`src/rtl/vol_pkg.sv`:
```
// -----------------------------------------------------------------------------
// vol_pkg
//   Shared types and elaboration-time helpers for the volatility sample-buffer
//   write scheduler.
//   - id_width / addr_width / cnt_width : derived field widths
//   - part_base                         : first buffer address of a stock
//                                         partition. It is only ever evaluated
//                                         on constants to build a lookup table.
//   - stock_id_t                        : stock index at default sizing
//   - sched_state_t                     : two-state stall FSM encoding
// -----------------------------------------------------------------------------
package vol_pkg;

  localparam int NUM_STOCKS_DEF  = 4;
  localparam int BUFFER_SIZE_DEF = 20;
  localparam int DATA_WIDTH_DEF  = 32;

  // A single stock still needs a 1-bit id field.
  function automatic int id_width(input int n);
    return (n > 1) ? $clog2(n) : 1;
  endfunction

  function automatic int addr_width(input int n, input int b);
    return ((n * b) > 1) ? $clog2(n * b) : 1;
  endfunction

  function automatic int cnt_width(input int b);
    return $clog2(b + 1);
  endfunction

  function automatic int part_base(input int s, input int b);
    return s * b;
  endfunction

  typedef logic [id_width(NUM_STOCKS_DEF)-1:0] stock_id_t;

  typedef enum logic [0:0] {
    ST_ACCEPT   = 1'b0,
    ST_WAIT_ACK = 1'b1
  } sched_state_t;

endpackage

```
`src/rtl/rr_arbiter.sv`:
```
// -----------------------------------------------------------------------------
// rr_arbiter
//   Combinational round-robin arbiter. The search starts at requester rr_i and
//   wraps. The first requester found wins.
//   Ports:
//     req_i      [N]    request vector
//     rr_i       [ID_W] highest-priority requester this cycle
//     gnt_o      [N]    one-hot grant, all zero if nothing is requested
//     gnt_id_o   [ID_W] encoded id of the winner (0 when no grant)
//     gnt_any_o         some requester was granted
// -----------------------------------------------------------------------------
module rr_arbiter #(
  parameter int N    = 4,
  parameter int ID_W = 2
) (
  input  logic [N-1:0]    req_i,
  input  logic [ID_W-1:0] rr_i,
  output logic [N-1:0]    gnt_o,
  output logic [ID_W-1:0] gnt_id_o,
  output logic            gnt_any_o
);

  // Priority search that starts at rr_i. The wrap uses a subtract, not a modulo.
  always_comb begin
    int  idx;
    logic hit;
    gnt_o     = '0;
    gnt_id_o  = '0;
    gnt_any_o = 1'b0;
    idx       = 0;
    hit       = 1'b0;
    for (int i = 0; i < N; i++) begin
      idx       = ((int'(rr_i) + i) >= N) ? (int'(rr_i) + i - N) : (int'(rr_i) + i);
      hit       = req_i[idx] & ~gnt_any_o;
      gnt_o[idx] = gnt_o[idx] | hit;
      gnt_id_o  = hit ? ID_W'(idx) : gnt_id_o;
      gnt_any_o = gnt_any_o | hit;
    end
  end

endmodule

```
`src/rtl/volatility_wr_sched.sv`:
```
// -----------------------------------------------------------------------------
// volatility_wr_sched
//   Shares the single write port of the per-stock volatility sample buffer
//   between NUM_STOCKS price feeds. It arbitrates round-robin and keeps a
//   circular write pointer and a fill count for each stock. It issues one
//   registered write per accepted sample. Once a stock's window is full, every
//   further sample raises a window-ready event. That event is held until the
//   calculator accepts it.
//   Ports:
//     i_clk, i_reset_n  clock, synchronous active-low reset
//     i_req_valid/data  per-stock sample handshake (stock s at s*DATA_WIDTH)
//     o_req_ready       one-hot grant (combinational, may depend on valid)
//     i_flush           per-stock window clear
//     o_wr_en/addr/data/stock_id   registered buffer write
//     o_win_valid/stock_id/oldest  window-ready event, i_win_ready accepts it
// -----------------------------------------------------------------------------
module volatility_wr_sched
  import vol_pkg::*;
#(
  parameter  int NUM_STOCKS  = 4,
  parameter  int BUFFER_SIZE = 20,
  parameter  int DATA_WIDTH  = 32,
  localparam int ID_W        = id_width(NUM_STOCKS),
  localparam int ADDR_W      = addr_width(NUM_STOCKS, BUFFER_SIZE),
  localparam int CNT_W       = cnt_width(BUFFER_SIZE)
) (
  input  logic                             i_clk,
  input  logic                             i_reset_n,
  input  logic [NUM_STOCKS-1:0]            i_req_valid,
  input  logic [NUM_STOCKS*DATA_WIDTH-1:0] i_req_data,
  output logic [NUM_STOCKS-1:0]            o_req_ready,
  input  logic [NUM_STOCKS-1:0]            i_flush,
  output logic                             o_wr_en,
  output logic [ADDR_W-1:0]                o_wr_addr,
  output logic [DATA_WIDTH-1:0]            o_wr_data,
  output logic [ID_W-1:0]                  o_wr_stock_id,
  output logic                             o_win_valid,
  input  logic                             i_win_ready,
  output logic [ID_W-1:0]                  o_win_stock_id,
  output logic [ADDR_W-1:0]                o_win_oldest
);

  localparam logic [CNT_W-1:0] CNT_FULL = CNT_W'(BUFFER_SIZE);
  localparam logic [CNT_W-1:0] PTR_LAST = CNT_W'(BUFFER_SIZE - 1);

  // Per-stock state
  logic [CNT_W-1:0]      ptr_q [NUM_STOCKS];
  logic [CNT_W-1:0]      ptr_d [NUM_STOCKS];
  logic [CNT_W-1:0]      cnt_q [NUM_STOCKS];
  logic [CNT_W-1:0]      cnt_d [NUM_STOCKS];
  logic [ID_W-1:0]       rr_q, rr_d;
  sched_state_t          state_q, state_d;

  // Output registers
  logic                  wr_en_q, wr_en_d;
  logic [ADDR_W-1:0]     wr_addr_q, wr_addr_d;
  logic [DATA_WIDTH-1:0] wr_data_q, wr_data_d;
  logic [ID_W-1:0]       wr_id_q, wr_id_d;
  logic [ID_W-1:0]       win_id_q, win_id_d;
  logic [ADDR_W-1:0]     win_old_q, win_old_d;

  // Combinational
  logic [ADDR_W-1:0]     base_tbl_s [NUM_STOCKS];
  logic [NUM_STOCKS-1:0] cand_s, arb_gnt_s;
  logic [ID_W-1:0]       arb_id_s;
  logic                  arb_any_s, stall_s, grant_s, win_event_s;
  logic [CNT_W-1:0]      sel_ptr_s, sel_cnt_s, ptr_nxt_s, cnt_nxt_s;
  logic [ADDR_W-1:0]     sel_base_s;
  logic [DATA_WIDTH-1:0] sel_data_s;

  // Partition bases are elaboration constants, so no multiplier is built.
  for (genvar s = 0; s < NUM_STOCKS; s++) begin : g_base
    assign base_tbl_s[s] = ADDR_W'(part_base(s, BUFFER_SIZE));
  end

  // A flush beats a same-cycle request from that stock.
  assign cand_s = i_req_valid & ~i_flush;

  rr_arbiter #(
    .N    (NUM_STOCKS),
    .ID_W (ID_W)
  ) u_arb (
    .req_i     (cand_s),
    .rr_i      (rr_q),
    .gnt_o     (arb_gnt_s),
    .gnt_id_o  (arb_id_s),
    .gnt_any_o (arb_any_s)
  );

  // No transfer is accepted while an unaccepted event is pending or while reset is asserted.
  assign stall_s     = (state_q == ST_WAIT_ACK) & ~i_win_ready;
  assign grant_s     = arb_any_s & ~stall_s & i_reset_n;
  assign o_req_ready = grant_s ? arb_gnt_s : {NUM_STOCKS{1'b0}};

  // Select the granted stock's pointer, count, base and sample.
  always_comb begin
    sel_ptr_s  = '0;
    sel_cnt_s  = '0;
    sel_base_s = '0;
    sel_data_s = '0;
    for (int s = 0; s < NUM_STOCKS; s++) begin
      if (arb_id_s == ID_W'(s)) begin
        sel_ptr_s  = ptr_q[s];
        sel_cnt_s  = cnt_q[s];
        sel_base_s = base_tbl_s[s];
        sel_data_s = i_req_data[s*DATA_WIDTH +: DATA_WIDTH];
      end else begin
        sel_ptr_s  = sel_ptr_s;
      end
    end
  end

  assign ptr_nxt_s   = (sel_ptr_s == PTR_LAST) ? {CNT_W{1'b0}} : (sel_ptr_s + CNT_W'(1));
  assign cnt_nxt_s   = (sel_cnt_s == CNT_FULL) ? CNT_FULL : (sel_cnt_s + CNT_W'(1));
  assign win_event_s = grant_s & (cnt_nxt_s == CNT_FULL);

  // Next state of the per-stock pointers and counts. Flush and grant never hit the same stock.
  always_comb begin
    ptr_d = ptr_q;
    cnt_d = cnt_q;
    for (int s = 0; s < NUM_STOCKS; s++) begin
      if (i_flush[s]) begin
        ptr_d[s] = '0;
        cnt_d[s] = '0;
      end else if (grant_s && (arb_id_s == ID_W'(s))) begin
        ptr_d[s] = ptr_nxt_s;
        cnt_d[s] = cnt_nxt_s;
      end else begin
        ptr_d[s] = ptr_q[s];
        cnt_d[s] = cnt_q[s];
      end
    end
  end

  // Next round-robin pointer and write port. Address, data and id hold when nothing is granted.
  always_comb begin
    rr_d      = rr_q;
    wr_en_d   = grant_s;
    wr_addr_d = wr_addr_q;
    wr_data_d = wr_data_q;
    wr_id_d   = wr_id_q;
    if (grant_s) begin
      rr_d      = (arb_id_s == ID_W'(NUM_STOCKS - 1)) ? {ID_W{1'b0}} : (arb_id_s + ID_W'(1));
      wr_addr_d = sel_base_s + ADDR_W'(sel_ptr_s);
      wr_data_d = sel_data_s;
      wr_id_d   = arb_id_s;
    end else begin
      rr_d      = rr_q;
    end
  end

  // Stall FSM. A new event can replace an accepted one in the same cycle.
  always_comb begin
    state_d   = state_q;
    win_id_d  = win_id_q;
    win_old_d = win_old_q;
    case (state_q)
      ST_ACCEPT: begin
        if (win_event_s) state_d = ST_WAIT_ACK;
        else             state_d = ST_ACCEPT;
      end
      ST_WAIT_ACK: begin
        if (win_event_s)      state_d = ST_WAIT_ACK;
        else if (i_win_ready) state_d = ST_ACCEPT;
        else                  state_d = ST_WAIT_ACK;
      end
      default: state_d = ST_ACCEPT;
    endcase
    // With a full window the next write slot is also the oldest sample.
    if (win_event_s) begin
      win_id_d  = arb_id_s;
      win_old_d = sel_base_s + ADDR_W'(ptr_nxt_s);
    end else begin
      win_id_d  = win_id_q;
    end
  end

  // Per-stock pointer and count registers.
  always_ff @(posedge i_clk) begin
    if (!i_reset_n) begin
      for (int s = 0; s < NUM_STOCKS; s++) begin
        ptr_q[s] <= '0;
        cnt_q[s] <= '0;
      end
    end else begin
      ptr_q <= ptr_d;
      cnt_q <= cnt_d;
    end
  end

  // Scheduler state and output registers. Reset drops any pending write or event.
  always_ff @(posedge i_clk) begin
    if (!i_reset_n) begin
      state_q   <= ST_ACCEPT;
      rr_q      <= '0;
      wr_en_q   <= 1'b0;
      wr_addr_q <= '0;
      wr_data_q <= '0;
      wr_id_q   <= '0;
      win_id_q  <= '0;
      win_old_q <= '0;
    end else begin
      state_q   <= state_d;
      rr_q      <= rr_d;
      wr_en_q   <= wr_en_d;
      wr_addr_q <= wr_addr_d;
      wr_data_q <= wr_data_d;
      wr_id_q   <= wr_id_d;
      win_id_q  <= win_id_d;
      win_old_q <= win_old_d;
    end
  end

  assign o_wr_en        = wr_en_q;
  assign o_wr_addr      = wr_addr_q;
  assign o_wr_data      = wr_data_q;
  assign o_wr_stock_id  = wr_id_q;
  assign o_win_valid    = (state_q == ST_WAIT_ACK);
  assign o_win_stock_id = win_id_q;
  assign o_win_oldest   = win_old_q;

endmodule

```
`config.mk`:
```
export PLATFORM = sky130hd
export DESIGN_NAME = volatility_wr_sched
export DESIGN_NICKNAME = d
export VERILOG_FILES = /design/src/rtl/vol_pkg.sv /design/src/rtl/rr_arbiter.sv /design/src/rtl/volatility_wr_sched.sv
export SDC_FILE = /design/constraint.sdc
export NUM_CORES = 1
export LEC_CHECK = 0
export ABC_AREA = 1
export BUFFER_PORTS_ARGS = -buffer_cell sky130_fd_sc_hd__buf_4
export CORE_MARGIN = 3
export CORE_UTILIZATION = 40
export CTS_CLUSTER_SIZE = 20
export DETAILED_ROUTE_END_ITERATION = 8
export MAX_ROUTING_LAYER = met4
export PLACE_DENSITY = 0.67
export SYNTH_ARGS = -nofsm -noshare
export SYNTH_HDL_FRONTEND = slang
export SYNTH_SLANG_ARGS = --single-unit
```
`constraint.sdc`:
```
create_clock -name i_clk -period 5.2 [get_ports i_clk]
set_input_delay 0.52 -clock i_clk [delete_from_list [all_inputs] [get_ports i_clk]]
set_output_delay 0.52 -clock i_clk [all_outputs]
set_load 0.01 [all_outputs]
```
==> run metrics, run 1 <==
met1 usage 31.0%; top_reg_cell synth dfxtp_1; fin nets 1104; Crit path buffers/inverters 8; leakage 3.42 nW; Global Route Usage Sum 23.5%; TritonCTS clock tree yes; Synth top area share 34.4%; crit path capture type register; crit path DAT 4960 ps; internal power 2.94 mW; Hold Vio Cnt, Final 0; syn avg cell area 7.13 um2; slowest CP cell dfxtp_2; most common cell after layout, fill and taps aside buf_4; clock group share of total power 11.5%; Clock Skew 9.57 ps; CTS buffer count 9; H-tree Lvls 3; IO buf count 194; share of power burned in registers 16.4%; top cells by area, synth dfxtp_1 34%, nand2_1 13%, nand3_1 6.7%, o21ai_0 5.6%, a21oi_1 4.3%; DR DRC count 0; routability cong. 0.982; Worst Path Required 5460 ps; share of cells above drive strength 1 29.8%; flops & latches, synth 94; router iterations before antenna repair 5; CTS clock-pin slew for the worst setup and hold paths 70 ps; core area 13300 um2; postcts setup bufs 0; vias in the first global route 5504; combinational share of power 72.1%; final wirelength 17.7 mm; GR Overflow Total 0; Crit Path Category reg -> reg; number of synthesis warnings 0; Seq/Total Area, Yosys 34.4%; met3 usage 3.52%; Starting DRT DRC Count 437; most frequent cells in the layout 211 x buf_4, 183 x nand2_1, 93 x dfxtp_1; wire length per cell 15.7 um; clk_lat worst skew 340 ps; final worst path period need 4700 ps; PwrDens 839 nW/um2; Yosys cell types 53; switching power 3.27 mW; status complete, no violations; Area growth syn-to-layout 35.2%; CP most frequent cell inv_1; Hold Path Class in -> reg; Util after Layout 55.6%; setup TNS 0 ps; routed vias/inst 5.32; Crit path largest cell delay 430 ps; Post-DRT Antenna Nets 0; Die Y 123 um; CP top delay family adder cells; ant diodes 0; startpoint types register; Max VDD drop 0.579 mV; sw frac 52.7%; Stages on worst setup path 25; Final Setup Violations 0; HPWL Detailed 13.3 mm; Fillers 1298; Min-Delay Path Depth 4; Cell Count Post-Placement 1111; Async S/R FF share, synth 0%; Slew HR 41.8%; total power 6.20 mW; final non-filler cell total 1127; # rows 42; Mapped Cells 767; Top Ports 195; chip width 123 um; RSZ-0062 raised after global routing true; Area after DPL 7040 um2; die area 15100 um2; largest net degree at the start of global routing 50; clk root buf clkbuf_16; leading area contributor after synthesis dfxtp_1; clock buffer depth 2; global-route wire length before repair 27.4 mm; Worst Tran Pin Value 869 ps; total number of vias 5997; Final Cycle Share 90.3%; final instance area 7390 um2; r2r worst-path depth 25; synthesized cell area 5470 um2; EDFF count, synth 0; global-route met2 utilization 37.1%; fmax 213 MHz; GRT Max-Usage Layer met2; Net Count, Synth 925; maxcap violations 0; initial antenna violation count 0; CTS Sinks 94; Pins Over Slew Limit 0; Initial Util 41.1%; crit-path max FO 22
-- power by group through the flow --
stage	combinational (mW)	sequential [mW]	clock, mW
2_1_floorplan	3.14	1.08	0
3_3_place_gp	4.41	1.02	0
3_5_place_dp	4.41	1.03	0
4_1_cts	4.43	1.01	0.719
5_1_grt	4.98	1.04	0.743
6_report	4.47	1.01	0.713
-- kinds of logic (layout without fill, tap and decap cells) --
family	Yosys count	after routing	share of synthesized area [%]
simple gates	340	340	28.1
compound gates	203	203	22.5
buf+inv	103	287	8.56
flops	94	94	34.4
fa+ha+maj	19	19	4.62
xor+xnor	8	8	1.76
-- cell type report --
| type | instances | area (um2) | area share (%) |
|---|---|---|---|
| multi-input cells | 570 | 3150 | 42.6 |
| clock buffers | 9 | 225 | 3.05 |
| clock inverters | 7 | 96.3 | 1.30 |
| inverters | 60 | 233 | 3.15 |
| well taps | 176 | 220 | 2.98 |
| repair buffers | 211 | 1580 | 21.4 |
| flip-flops and latches | 94 | 1880 | 25.5 |
-- worst reg2reg max path, delay by kind of cell, from the launching register on --
| family | cells | cell delay [ps] |
|---|---|---|
| simple gates | 7 | 870 |
| flops | 1 | 430 |
| compound gates | 5 | 910 |
| buf+inv | 8 | 940 |
| fa+ha+maj | 5 | 1480 |
-- final timing paths --
kind / start / end / slack, ps
max: rr_q[0] / o_win_oldest[6] / 500
min: i_win_ready / o_win_valid / 430
max reg2reg: rr_q[0] / o_win_oldest[6] / 500
min reg2reg: cnt_q[17] / cnt_q[17] / 460
-- routing by layer --
metal  wire, um  part of all wire, %  up-vias
met3       1150                  6.5       21
met5          0                    0        -
met2       8470                   48      253
met1       7850                   44     2739
li1           -                    -     2984
met4        255                  1.4        0
-- sequential cells by signal (all words and copies together), names as in the netlist --
| signal | count |
|---|---|
| o_win_oldest | 7 |
| ptr_q | 20 |
| o_wr_stock_id | 2 |
| o_wr_data | 32 |
| cnt_q | 20 |
| o_win_stock_id | 2 |
| o_win_valid | 1 |
| o_wr_addr | 7 |
| rr_q | 2 |
| o_wr_en | 1 |
-- cell usage after synthesis (11+ instances only) --
cell type  number
a21oi_1        47
a31oi_1        37
buf_2          11
clkbuf_1       21
dfxtp_1        94
ha_1           17
inv_1          46
inv_2          11
nand2_1       183
nand3_1        73
nor2_1         53
o21ai_0        61
o22ai_1        34
-- stage by stage --
stage	setup slack, ps	hold slack [ps]
floorplan	543	429
global placement	296	447
detailed placement	222	447
global route	-39.0	444
finish	503	435
CTS	179	428
-- timing repair --
action	CTS	global route
endpoints found under the setup margin	0	9
gates resized for setup	0	10
hold buffers	0	0
Note: power is estimated with default switching activity, not from simulation.
==> inputs of run 2 (changes only) <==
--- a/config.mk
+++ b/config.mk
@@ -12,7 +12,7 @@
 export CTS_CLUSTER_SIZE = 20
 export DETAILED_ROUTE_END_ITERATION = 8
 export MAX_ROUTING_LAYER = met4
-export PLACE_DENSITY = 0.67
+export PLACE_DENSITY = 0.65
 export SYNTH_ARGS = -nofsm -noshare
 export SYNTH_HDL_FRONTEND = slang
 export SYNTH_SLANG_ARGS = --single-unit
==> run 2 against run 1 <==
Net effect: flip-flop and latch count did not move; maximum frequency fell by 2.5%; non-clock buffer count rose by 2; register-to-register slack got worse by 120 ps; highest routed layer unchanged.
==> run metrics, run 2 (synthesized netlist as in run 1, its figures left out) <==
TritonCTS clock tree yes; clock group share of total power 10.8%; wire length per cell 16.0 um; Slew HR 43.3%; Fillers 1327; core area 13300 um2; switching power 3.27 mW; Starting DRT DRC Count 392; status complete, no violations; CTS buffer count 9; routed vias/inst 5.23; CTS Sinks 94; clk root buf clkbuf_16; initial antenna violation count 0; Pins Over Slew Limit 0; Crit Path Category reg -> reg; die area 15100 um2; reg2reg start rr_q[0]; CTS clock-pin slew for the worst setup and hold paths 70 ps; Hold Path Class in -> reg; Clock Skew 6.35 ps; internal power 2.94 mW; PwrDens 841 nW/um2; vias in the first global route 5378; # rows 42; Area after DPL 7070 um2; ant diodes 0; total number of vias 5904; Top Ports 195; startpoint types register; final worst path period need 4820 ps; crit-path max FO 12; Post-DRT Antenna Nets 0; Area growth syn-to-layout 35.0%; Final Cycle Share 92.7%; global-route wire length before repair 27.3 mm; Die Y 123 um; routability cong. 0.909; clk_lat worst skew 350 ps; fin nets 1106; Min-Delay Startpoint i_win_ready; leakage 3.43 nW; most frequent cells in the layout 212 x buf_4, 183 x nand2_1, 94 x dfxtp_1; H-tree Lvls 3; crit path capture type register; sw frac 52.7%; final instance area 7380 um2; largest net degree at the start of global routing 50; setup TNS 0 ps; Global Route Usage Sum 23.6%; router iterations before antenna repair 6; final wirelength 18.1 mm; Worst Tran Pin Value 848 ps; Final Setup Violations 0; Max VDD drop 0.451 mV; DR DRC count 0; share of cells above drive strength 1 29.2%; crit path DAT 5090 ps; Post-Route Hold Slack 436 ps; chip width 123 um; share of power burned in registers 16.3%; HPWL Detailed 13.6 mm; most common cell after layout, fill and taps aside buf_4; RSZ-0062 raised after global routing false; Hold Vio Cnt, Final 0; total power 6.21 mW; fmax 207 MHz; max reg flops 32; IO buf count 194; Initial Util 41.1%; clock buffer depth 2; Critical path origin rr_q[0]; GR Overflow Total 0; combinational share of power 72.9%; Worst Path Required 5470 ps; maxcap violations 0
-- run 2: cell count changes in the layout (fill, tap and decap cells not counted), sizes merged --
cell	before	now
bufinv	2	1
clkbuf	9	13
buf	211	213
inv	60	59
clkinvlp	3	1
-- run 2: cell type report --
cell class              count  area (um2)  share of cell area (%)
multi-input cells         570        3140                    42.5
clock buffers              13         260                    3.52
clock inverters             3        42.5                   0.576
well taps                 176         220                    2.98
flip-flops and latches     94        1880                    25.5
repair buffers            213        1610                    21.8
inverters                  60         233                    3.15
-- run 2: critical path, stage by stage, from the launching register on --
cell      delay [ps]
dfxtp_1          410
inv_2            140
ha_1             390
inv_1            120
nand2_1           90
o21a_1           130
inv_1             40
nand2_1          190
o211ai_1         120
o21ai_0           90
buf_4            170
inv_1             60
ha_1             320
buf_4            220
a221oi_1         250
o22ai_1          190
ha_1             250
inv_1             90
nor2_1            80
nor3_2           230
ha_1             200
inv_1             50
fa_1             390
o21ai_0          250
nand3_2          100
a21oi_1          140
-- run 2: what timing repair did --
item / CTS / global route
setup buffers: 0 / 0
gates resized for setup: 0 / 3
hold buffers: 0 / 0
endpoints found under the setup margin: 0 / 2
-- run 2: power by group through the flow --
stage                     logic (mW)  registers, mW  clock network [mW]
after detailed placement        4.49           1.02                   0
final                           4.53           1.01               0.668
after global routing            5.01           1.03               0.710
after floorplan                 3.14           1.08                   0
after CTS                       4.51           1.01               0.678
after global placement          4.50           1.02                   0
-- run 2: per-layer routing --
metal / global-route usage [%] / vias to the layer above / share of wire, %
met5: - / - / 0
met4: 7.21 / 0 / 1.9
met3: 3.93 / 29 / 5.7
met2: 38.6 / 213 / 49
met1: 29.9 / 2684 / 44
li1: - / 2978 / -
-- run 2: metrics by stage --
step	utilization, %	cells	worst slack, ps
floorplan	-	767	543
global route	55.5	1129	32.1
CTS	55.4	1129	372
global placement	53.1	1113	394
detailed placement	53.1	1113	322
finish	55.5	1129	381
-- run 2: final timing paths --
| kind | endpoint | depth (start not counted) | slack, ps |
|---|---|---|---|
| worst max-delay path | o_win_oldest[6] | 25 | 380 |
| worst min-delay path | o_win_valid | 4 | 440 |
| worst max register to register | o_win_oldest[6] | 25 | 380 |
| worst min register to register | cnt_q[9] | 2 | 460 |
==> inputs of run 3 (changes only) <==
--- a/config.mk
+++ b/config.mk
@@ -5,7 +5,6 @@
 export SDC_FILE = /design/constraint.sdc
 export NUM_CORES = 1
 export LEC_CHECK = 0
-export ABC_AREA = 1
 export BUFFER_PORTS_ARGS = -buffer_cell sky130_fd_sc_hd__buf_4
 export CORE_MARGIN = 3
 export CORE_UTILIZATION = 40
==> constraint.sdc (replaced) <==
create_clock -name i_clk -period 6 [get_ports i_clk]
set_input_delay 0.6 -clock i_clk [delete_from_list [all_inputs] [get_ports i_clk]]
set_output_delay 0.6 -clock i_clk [all_outputs]
set_load 0.01 [all_outputs]
==> run 3 against run 2 <==
Net effect: wire length grew 7.6%; power is 48% lower; area after synthesis shrank 0.18%; clock power down 0.9%; synthesized cell count down 12%; maximum frequency down 14%; clock-buffer cell count fell by 2; setup slack got worse by 1.4 ps; largest cell class unchanged; hold slack better by 31 ps; via count fell by 0.20%; combinational power shrank 61%; first-iteration DRC count is 24% higher.
==> run metrics, run 3 <==
Mapped Cells 678; final instance area 7330 um2; largest net degree at the start of global routing 52; syn avg cell area 8.05 um2; core area 13300 um2; Final Setup Violations 0; Global Route Usage Sum 25.2%; synthesized cell area 5460 um2; CTS buffer count 9; most frequent cells in the layout 209 x buf_4, 94 x dfxtp_1, 65 x nand2_1; Crit path largest cell delay 560 ps; Yosys cell types 63; ant diodes 0; Max VDD drop 0.235 mV; postcts setup bufs 0; Simple-Gate Fraction of Synth Area 21.2%; final worst path period need 5620 ps; Starting DRT DRC Count 486; Crit Path Category reg -> reg; top cells by area, synth dfxtp_1 34%, a221oi_1 5.5%, o31ai_1 4.5%, nand2_1 4.5%, a21oi_1 4.4%; global-route wire length before repair 29.2 mm; max reg flops 32; adder-cell area share of the yosys netlist 4.63%; clock buffer depth 2; Worst Tran Pin Value 1130 ps; PwrDens 440 nW/um2; Synth top area share 34.5%; chip width 123 um; wire length per cell 19.1 um; clk root buf clkbuf_16; H-tree Lvls 3; Worst Path Required 6250 ps; clk_lat worst skew 340 ps; Clock Skew 7.91 ps; Fillers 1256; share of cells above drive strength 1 29.5%; HPWL Detailed 14.6 mm; final wirelength 19.5 mm; Area growth syn-to-layout 34.2%; setup TNS 0 ps; CTS resizes 0; routed vias/inst 5.78; leading area contributor after synthesis dfxtp_1; Area after DPL 6950 um2; cts hold-fix bufs 0; Final Cycle Share 93.7%; router iterations before antenna repair 5; Async S/R FF share, synth 0%; final non-filler cell total 1019; Net Count, Synth 836; CTS clock-pin slew for the worst setup and hold paths 60 ps; Initial Util 41.1%; Top Ports 195; mux contribution to synthesized area 3.37%; CTS Sinks 94; most common cell in the netlist dfxtp_1; Cell Count Post-Placement 999; DR DRC count 0; Seq/Total Area, Yosys 34.5%; leakage 3.00 nW; fmax 178 MHz; initial antenna violation count 0; most frequent cells after synthesis 94 x dfxtp_1, 65 x nand2_1, 63 x nor2_1, 48 x a21oi_1, 42 x nand3_1; maxcap violations 0; Post-DRT Antenna Nets 0; die area 15100 um2; flops & latches, synth 94; Crit path buffers/inverters 6; IO buf count 194; CP top delay family compound AO/OA/AOI/OAI gates; EDFF count, synth 0; top_reg_cell synth dfxtp_1; total number of vias 5892; crit-path max FO 11; GR Overflow Total 0; status complete, no violations; routability cong. 0.952; Pins Over Slew Limit 0; # rows 42; RSZ-0062 raised after global routing false; Util after Layout 55.1%; TritonCTS clock tree yes; Compound-Gate Fraction of Synth Area 28.0%; number of synthesis warnings 0; vias in the first global route 5484; Hold Vio Cnt, Final 0; most common cell after layout, fill and taps aside buf_4; worst-path cell chain inv_1, ha_1, mux4_2, o21ai_0, nand2_1, o21ai_0, buf_4, inv_1, ha_1, inv_2, a311oi_1, a21oi_1, inv_1, ha_1, or3b_2, a21oi_1, a21oi_1, inv_1, ha_1, a21oi_1, xnor2_1, a211oi_1; crit path DAT 5870 ps; Synth Area in XOR/XNOR 1.60%; Post-Route Hold Slack 467 ps; Hold Path Class reg -> reg; startpoint types register; fin nets 996; Die Y 123 um; slowest CP cell dfxtp_1; largest family of logic cells by synthesized area compound AO/OA/AOI/OAI gates; Slew HR 24.5%; crit path capture type register
run 3: changes by cell type after synthesis, moves of 11 or more:
| cell | delta |
|---|---|
| a211oi_1 | +16 |
| a221oi_1 | +30 |
| buf_2 | +11 |
| nand2_1 | -118 |
| nand3_1 | -31 |
| o31ai_1 | +33 |
| a31oi_1 | -31 |
| o21ai_0 | -44 |
| nor2b_1 | +15 |
| inv_1 | -27 |
run 3: cells by family after synthesis:
kind of cell / Yosys count
and+or+nand+nor: 235
buffers and inverters: 84
DFF: 94
muxes: 12
xor gates and xnor gates: 10
AOI/OAI and AO/OA: 224
adders and majority gates: 19
run 3: final cells by class:
class	count	area, um2	area share, %
inverters	24	90.1	1.23
clock inverters	5	106	1.45
well taps	176	220	3.01
clock buffers	11	243	3.31
repair buffers	209	1570	21.4
flip-flops and latches	94	1880	25.7
multi-input cells	500	3220	43.9
run 3: where the power goes:
group	switching (mW)	internal [mW]	total, mW
sequential	0.0703	0.744	0.815
clock	0.242	0.420	0.662
combinational	1.05	0.693	1.75
total	1.37	1.86	3.22
run 3: final timing paths:
path	from	slack [ps]	endpoint	depth (start not counted)
hold / removal	ptr_q[16]	470	ptr_q[16]	2
setup / recovery	rr_q[1]	380	o_win_oldest[5]	22
setup reg to reg	rr_q[1]	380	o_win_oldest[5]	22
hold reg to reg	ptr_q[16]	470	ptr_q[16]	2
run 3: worst register-to-register path, stage by stage, from the launching register on:
cell and delay (ps):
dfxtp_1 560, inv_1 220, ha_1 540, mux4_2 440, o21ai_0 410, nand2_1 90, o21ai_0 90, buf_4 180
inv_1 80, ha_1 360, inv_2 230, a311oi_1 120, a21oi_1 280, inv_1 90, ha_1 260, or3b_2 200
a21oi_1 60, a21oi_1 390, inv_1 90, ha_1 330, a21oi_1 180, xnor2_1 90, a211oi_1 250
run 3: per-stage QoR:
stage / worst slack (ps) / power [mW]
2_1_floorplan: 443 / 1.99
3_3_place_gp: 657 / 2.52
3_5_place_dp: 363 / 2.55
4_1_cts: 363 / 3.22
5_1_grt: 61.2 / 3.43
6_report: 379 / 3.22
run 3: metal layers:
layer | vias up | wire [um] | track usage [%]
met1 | 2750 | 8120 | 31.7
met5 | - | 0 | -
met3 | 42 | 1660 | 5.12
li1 | 2827 | - | -
met4 | 0 | 579 | 9.03
met2 | 273 | 9100 | 40.3
